## src/rtl/op2_issue_if.sv

```systemverilog
// Shifter-operand issue channel: op2_issue (master) offers a shift request,
// the barrel shifter (slave) takes it with sh_ready.
interface op2_issue_if;
    logic        sh_valid;
    logic        sh_ready;
    logic [1:0]  sh_type;
    logic [4:0]  sh_amount;
    logic [31:0] sh_operand;
    logic        sh_cov;
    logic        sh_cov_val;
    logic        sh_err;

    modport master (
        output sh_valid, sh_type, sh_amount, sh_operand, sh_cov, sh_cov_val, sh_err,
        input  sh_ready
    );

    modport slave (
        input  sh_valid, sh_type, sh_amount, sh_operand, sh_cov, sh_cov_val, sh_err,
        output sh_ready
    );
endinterface

```

## src/rtl/op2_issue.sv

```systemverilog
// Operand-2 decode/issue for data-processing instructions: reads Rm/Rs and issues a shift request.
// Define OP2_REGSHIFT_EN to support register-specified shifts; otherwise they are flagged via sh_err.
module op2_issue (
    input  logic        clk,
    input  logic        reset,
    input  logic        in_valid,
    output logic        in_ready,
    input  logic [31:0] instr,
    input  logic        cflag,
    output logic        rf_re,
    output logic [3:0]  rf_addr,
    input  logic [31:0] rf_rdata,
    op2_issue_if.master sh
);
    localparam logic [1:0] SH_LSL = 2'b00;
    localparam logic [1:0] SH_LSR = 2'b01;
    localparam logic [1:0] SH_ASR = 2'b10;
    localparam logic [1:0] SH_ROR = 2'b11;

    typedef enum logic [1:0] {IDLE, RD_RM, RD_RS, ISSUE} state_t;

    typedef struct packed {
        logic [1:0]  typ;
        logic [4:0]  amount;
        logic [31:0] operand;
        logic        cov;
        logic        cov_val;
        logic        err;
    } sh_t;

    state_t      state, state_nxt;
    sh_t         sh_q, sh_nxt;
    logic [11:0] instr_q;
    logic        unused_instr_bits;

    assign unused_instr_bits = &{1'b0, instr[31:26], instr[24:12]};

    function automatic sh_t imm_form(input logic [11:0] f, input logic c);
        sh_t r;
        r         = '0;
        r.operand = {24'd0, f[7:0]};
        if (f[11:8] != 4'd0) begin
            r.typ    = SH_ROR;
            r.amount = {f[11:8], 1'b0};
        end else begin
            r.cov     = 1'b1;
            r.cov_val = c;
        end
        return r;
    endfunction

`ifdef OP2_REGSHIFT_EN
    logic        cflag_q;
    logic [31:0] rm_q;

    // Amount 0 on the shifter means LSR/ASR #32, which covers the n==32 cases.
    function automatic sh_t reg_form(input logic [1:0] typ, input logic [7:0] n,
                                     input logic [31:0] rm, input logic c);
        sh_t r;
        r         = '0;
        r.operand = rm;
        if (n == 8'd0) begin
            r.cov     = 1'b1;
            r.cov_val = c;
        end else begin
            case (typ)
                SH_LSL: begin
                    if (n < 8'd32) begin
                        r.amount = n[4:0];
                    end else begin
                        r.operand = '0;
                        r.cov     = 1'b1;
                        r.cov_val = (n == 8'd32) && rm[0];
                    end
                end
                SH_LSR: begin
                    if (n <= 8'd32) begin
                        r.typ    = SH_LSR;
                        r.amount = n[4:0];
                    end else begin
                        r.operand = '0;
                        r.cov     = 1'b1;
                    end
                end
                SH_ASR: begin
                    r.typ    = SH_ASR;
                    r.amount = (n < 8'd32) ? n[4:0] : 5'd0;
                end
                default: begin
                    if (n[4:0] != 5'd0) begin
                        r.typ    = SH_ROR;
                        r.amount = n[4:0];
                    end else begin
                        r.cov     = 1'b1;
                        r.cov_val = rm[31];
                    end
                end
            endcase
        end
        return r;
    endfunction
`endif

    always_comb begin
        // NOTE: every comb output gets a default first so no path can infer a latch.
        state_nxt = state;
        sh_nxt    = sh_q;
        unique case (state)
            IDLE: begin
                sh_nxt = '0;
                if (in_valid) begin
                    if (instr[25]) begin
                        state_nxt = ISSUE;
                        sh_nxt    = imm_form(instr[11:0], cflag);
`ifndef OP2_REGSHIFT_EN
                    end else if (instr[4]) begin
                        state_nxt      = ISSUE;
                        sh_nxt.cov     = 1'b1;
                        sh_nxt.cov_val = cflag;
                        sh_nxt.err     = 1'b1;
`endif
                    end else begin
                        state_nxt = RD_RM;
                    end
                end
            end
            RD_RM: begin
                if (instr_q[4]) begin
                    state_nxt = RD_RS;
                end else begin
                    state_nxt      = ISSUE;
                    sh_nxt.typ     = instr_q[6:5];
                    sh_nxt.amount  = instr_q[11:7];
                    sh_nxt.operand = rf_rdata;
                end
            end
            RD_RS: begin
`ifdef OP2_REGSHIFT_EN
                state_nxt = ISSUE;
                sh_nxt    = reg_form(instr_q[6:5], rf_rdata[7:0], rm_q, cflag_q);
`else
                state_nxt = IDLE;
`endif
            end
            ISSUE: begin
                if (sh.sh_ready) begin
                    state_nxt = IDLE;
                    sh_nxt    = '0;
                end
            end
        endcase
    end

    always_ff @(posedge clk or posedge reset) begin
        // NOTE: non-blocking assignments so every register samples pre-edge values.
        if (reset) begin
            state   <= IDLE;
            sh_q    <= '0;
            instr_q <= '0;
        end else begin
            state <= state_nxt;
            sh_q  <= sh_nxt;
            if (state == IDLE && in_valid) instr_q <= instr[11:0];
        end
    end

`ifdef OP2_REGSHIFT_EN
    always_ff @(posedge clk or posedge reset) begin
        if (reset) begin
            cflag_q <= 1'b0;
            rm_q    <= '0;
        end else begin
            if (state == IDLE && in_valid) cflag_q <= cflag;
            if (state == RD_RM)            rm_q    <= rf_rdata;
        end
    end
`endif

    // rf_rdata is taken on the edge that closes each read state.
    assign in_ready      = (state == IDLE) && !reset;
    assign rf_re         = (state == RD_RM) || (state == RD_RS);
    assign rf_addr       = (state == RD_RM) ? instr_q[3:0]
                         : (state == RD_RS) ? instr_q[11:8] : 4'd0;

    assign sh.sh_valid   = (state == ISSUE);
    assign sh.sh_type    = sh_q.typ;
    assign sh.sh_amount  = sh_q.amount;
    assign sh.sh_operand = sh_q.operand;
    assign sh.sh_cov     = sh_q.cov;
    assign sh.sh_cov_val = sh_q.cov_val;
    assign sh.sh_err     = sh_q.err;
endmodule

```

## src/flat_wrapper.sv

```systemverilog
// flat-port wrapper written by rule: the top's interface ports become plain ports
module op2_issue_flat 
  (clk, reset, in_valid, in_ready, instr, cflag, rf_re, rf_addr, rf_rdata, sh_sh_valid, sh_sh_type, sh_sh_amount, sh_sh_operand, sh_sh_cov, sh_sh_cov_val, sh_sh_err, sh_sh_ready);
  op2_issue_if sh_i ();
  input  logic clk;
  input  logic reset;
  input  logic in_valid;
  output logic in_ready;
  input  logic [31:0] instr;
  input  logic cflag;
  output logic rf_re;
  output logic [3:0] rf_addr;
  input  logic [31:0] rf_rdata;
  output wire logic [$bits(sh_i.sh_valid)-1:0] sh_sh_valid;
  output wire logic [$bits(sh_i.sh_type)-1:0] sh_sh_type;
  output wire logic [$bits(sh_i.sh_amount)-1:0] sh_sh_amount;
  output wire logic [$bits(sh_i.sh_operand)-1:0] sh_sh_operand;
  output wire logic [$bits(sh_i.sh_cov)-1:0] sh_sh_cov;
  output wire logic [$bits(sh_i.sh_cov_val)-1:0] sh_sh_cov_val;
  output wire logic [$bits(sh_i.sh_err)-1:0] sh_sh_err;
  input wire logic [$bits(sh_i.sh_ready)-1:0] sh_sh_ready;
  assign sh_sh_valid = sh_i.sh_valid;
  assign sh_sh_type = sh_i.sh_type;
  assign sh_sh_amount = sh_i.sh_amount;
  assign sh_sh_operand = sh_i.sh_operand;
  assign sh_sh_cov = sh_i.sh_cov;
  assign sh_sh_cov_val = sh_i.sh_cov_val;
  assign sh_sh_err = sh_i.sh_err;
  assign sh_i.sh_ready = sh_sh_ready;
  op2_issue u_core (.clk(clk), .reset(reset), .in_valid(in_valid), .in_ready(in_ready), .instr(instr), .cflag(cflag), .rf_re(rf_re), .rf_addr(rf_addr), .rf_rdata(rf_rdata), .sh(sh_i));
endmodule
```

## config.mk

```make
export PLATFORM = sky130hd
export DESIGN_NAME = op2_issue_flat
export DESIGN_NICKNAME = d
export VERILOG_FILES = /design/src/rtl/op2_issue_if.sv /design/src/rtl/op2_issue.sv /design/src/flat_wrapper.sv
export SDC_FILE = /design/constraint.sdc
export NUM_CORES = 1
export LEC_CHECK = 0
export ABC_AREA = 1
export CAP_MARGIN = 5
export CORE_ASPECT_RATIO = 0.75
export CORE_MARGIN = 4
export CORE_UTILIZATION = 45
export CTS_CLUSTER_SIZE = 30
export DETAILED_ROUTE_END_ITERATION = 10
export PLACE_DENSITY = 0.95
export SLEW_MARGIN = 20
export SYNTH_ARGS = -nofsm -noshare
export SYNTH_HDL_FRONTEND = slang
export SYNTH_SLANG_ARGS = --single-unit
export TNS_END_PERCENT = 1
```

## constraint.sdc

```tcl
create_clock -name clk -period 2.8 [get_ports clk]
set_clock_uncertainty 0.15 [all_clocks]
set_input_delay 0.28 -clock clk [delete_from_list [all_inputs] [get_ports clk]]
set_output_delay 0.28 -clock clk [all_outputs]
set_load 0.01 [all_outputs]
```

==> metrics.md <==
| Metric | Value |
|---|---|
| Register area share after synthesis | 0.524 |
| DRC | 0 |
| Floorplan row count | 24 |
| Most frequent cells in the layout | 128 x nand2_1, 98 x clkdlybuf4s50_1, 56 x dfrtp_1 |
| Clk sinks | 56 |
| RSZ-0062 raised after global routing | false |
| Worst skew pair latency | 0.30 ns |
| IO Pins | 118 |
| Share of cells above drive strength 1 | 0.0739 |
| Commonest non-fill, non-tap cell in the layout | nand2_1 |
| Worst EP arrival | 1.90 ns |
| # hold bufs at CTS | 0 |
| Root Driver | clkbuf_8 |
| First-pass GRT wire length | roughly 11000 um |
| Leak | 0.00176 uW |
| Die H | 74.8 um |
| Vias | ~2400 |
| Clock-pin slew on the worst setup and hold paths | 0.10 ns |
| Number of synthesis warnings | 0 |
| Initial Utilization | 0.461 |
| Antenna viol nets, final | 0 |
| Core region area | around 0.0058 mm^2 |
| Cell Area, Synth | between 0.002 and 0.003 mm^2 |
| Tot GR Track Use | 0.185 |
| Setup violators final | 0 |
| Clock buffer count from CTS | 5 |
| H-Tree Level Count | 2 |
| Final Non-Filler Cells | 484 |
| Peak Freq | 430 MHz |
| GP Congestion | 0.833 |
| Die footprint | 0.00725 mm^2 |
| FF+latch count, synth | 56 |
| R2R depth | 7 |
| Max Cap Viol | 0 |
| CTS Buffer Depth | 2 |
| Vias in the first global route | 2352 |
| Largest net degree at the start of global routing | 65 |
| Dpl hpwl | 4850 um |
| WHS Endpoint | u_core.sh.sh_amount[3]$_DFFE_PP0P_ |
| Crit end category | primary output |
| Period utilization | 0.831 |
| Max-slew violations | 0 |
| DP Worst Slack | 0.485 ns |
| Final Util | 0.648 |
| Final WL | about 6700 um |
| Power Dens Cells | between 900 and 1000 mW/mm^2 |
| Total grt overflow | 0 |
| Initial antenna violation count | 0 |
| Tmin final | ~2.3 ns |
| Slew at the pin closest to its max-slew limit | 0.703 ns |
| Final hold vios | 0 |
| Gate Count Post-Synth | 313 |
| N_diodes | 0 |
| CTS tree | done |
| DR WL/cell | ~14 um |
| Hold path depth | 2 |
| Number of port buffers | a little under 100 |
| Pre-antenna DRT Iters | 4 |
| Nature of the critical path startpoint | flop |
| Crit path kind | reg2out |
| Main flop type after synthesis | dfrtp_1 |
| Die width | approximately 97 um |
| Slew margin rel. | 0.531 |
| Async set or reset register ratio after synthesis | 1.00 |
| Worst reg2reg endpoint | u_core.sh.sh_type[0]$_DFFE_PP0P_ |
| Final net count | 480 |
| Worst Hold Launch | u_core.sh.sh_amount[3]$_DFFE_PP0P_ |
| Post-CTS Setup Bufs | 0 |
| Status | complete, no violations |
| Dpl cells | 476 |
| Syn Area/Cell | 8.54 um^2 |
| Initial drt markers | 145 |
| Worst VDD drop | around 0.00057 V |
| Vias/cell | slightly below 5 |
| Worst EP required | 2.37 ns |
| Setup TNS | 0 ns |
| Setup slack after layout | 0.473 ns |
| Yosys cell types | 22 |
| Post-Syn Nets | about 390 |
| Worst Hold Class | reg2reg |
| Worst R2R Setup Slack | about 0.5 ns |
| Number of gates resized after cts | 0 |
| Post-synth EDFFs | 0 |
| Area Growth Syn to Fin | 40.4% |
| Critical Path Fanout Max | 10 |
| Worst R2R Start | u_core.state[1]$_DFFE_PP0P_ |
-- worst max path at each step --
stage	startpoint	endpoint	slack [ns]
floorplan	reset	u_core.instr_q[0]$_DFFE_PP0P_	1.0
CTS	u_core.state[1]$_DFFE_PP0P_	rf_addr[3]	0.45
global placement	u_core.state[1]$_DFFE_PP0P_	u_core.sh.sh_type[0]$_DFFE_PP0P_	0.58
global route	u_core.state[1]$_DFFE_PP0P_	u_core.sh.sh_type[0]$_DFFE_PP0P_	0.33
finish	u_core.state[1]$_DFFE_PP0P_	rf_addr[1]	0.47
detailed placement	u_core.state[1]$_DFFE_PP0P_	u_core.sh.sh_operand[13]$_DFFE_PP0P_	0.48
-- power by group --
| group | switching (uW) | internal (uW) |
|---|---|---|
| logic | 1070 | 816 |
| clock network | 264 | 271 |
| registers | 167 | 1090 |
-- synth_stat cells (2+ instances only) --
| cell type | number | area, um^2 |
|---|---|---|
| buf_2 | 2 | 10.0 |
| buf_4 | 6 | 45.0 |
| ha_1 | 6 | 75.1 |
| mux2_2 | 7 | 78.8 |
| o21ai_1 | 27 | 135 |
| nor2_1 | 14 | 52.6 |
| nor2_4 | 2 | 22.5 |
| dfrtp_1 | 56 | 1400 |
| inv_1 | 17 | 63.8 |
| inv_2 | 2 | 7.51 |
| o21ai_2 | 2 | 17.5 |
| buf_6 | 6 | 67.6 |
| o21ai_0 | 6 | 30.0 |
| nand2_1 | 128 | 480 |
| a21oi_1 | 7 | 35.0 |
| nand2_2 | 2 | 12.5 |
| nand3_1 | 18 | 90.1 |
-- cells by family after synthesis --
family	after synthesis	synth area share
and+or+nand+nor	168	0.263
adders and majority gates	6	0.0281
AOI/OAI and AO/OA	42	0.0814
DFF	56	0.524
muxes	7	0.0295
buffers and inverters	34	0.0739
-- state kept, by name (all words and copies together), names as in the netlist --
register / flops
u_core.state: 2
u_core.sh.sh_cov_val: 1
u_core.sh.sh_err: 1
u_core.sh.sh_amount: 5
u_core.sh.sh_cov: 1
u_core.sh.sh_type: 2
u_core.instr_q: 12
u_core.sh.sh_operand: 32
-- worst max-delay path, stage by stage (launching register included) --
cell             delay, ns
dfrtp_1               0.44
inv_1                 0.12
ha_2                  0.20
inv_2                 0.07
o21ai_0               0.20
clkdlybuf4s50_1       0.57
-- layer usage --
layer  wire (um)  GRT usage  up-vias
li1            -          -     1173
met1        2860      0.227     1107
met2        3310      0.323       67
met3         402     0.0519       12
met4          92     0.0623        0
met5           0          0        -
-- stage by stage --
step | total power, uW | cell area (um^2) | hold slack [ns]
detailed placement | 3170 | 3640 | 0.317
CTS | 3710 | 3750 | 0.343
floorplan | 2520 | 2670 | 0.268
global route | 3950 | 3750 | 0.363
finish | 3680 | 3750 | 0.338
global placement | 3090 | 3640 | 0.314
-- final cells by class --
class	count	area, um^2
well taps	78	97.6
flip-flops and latches	56	1400
clock inverters	2	38.8
clock buffers	6	72.6
repair buffers	100	996
multi-input cells	223	1080
inverters	19	71.3
fillers	476	2040
Note: power is estimated with default switching activity, not from simulation.
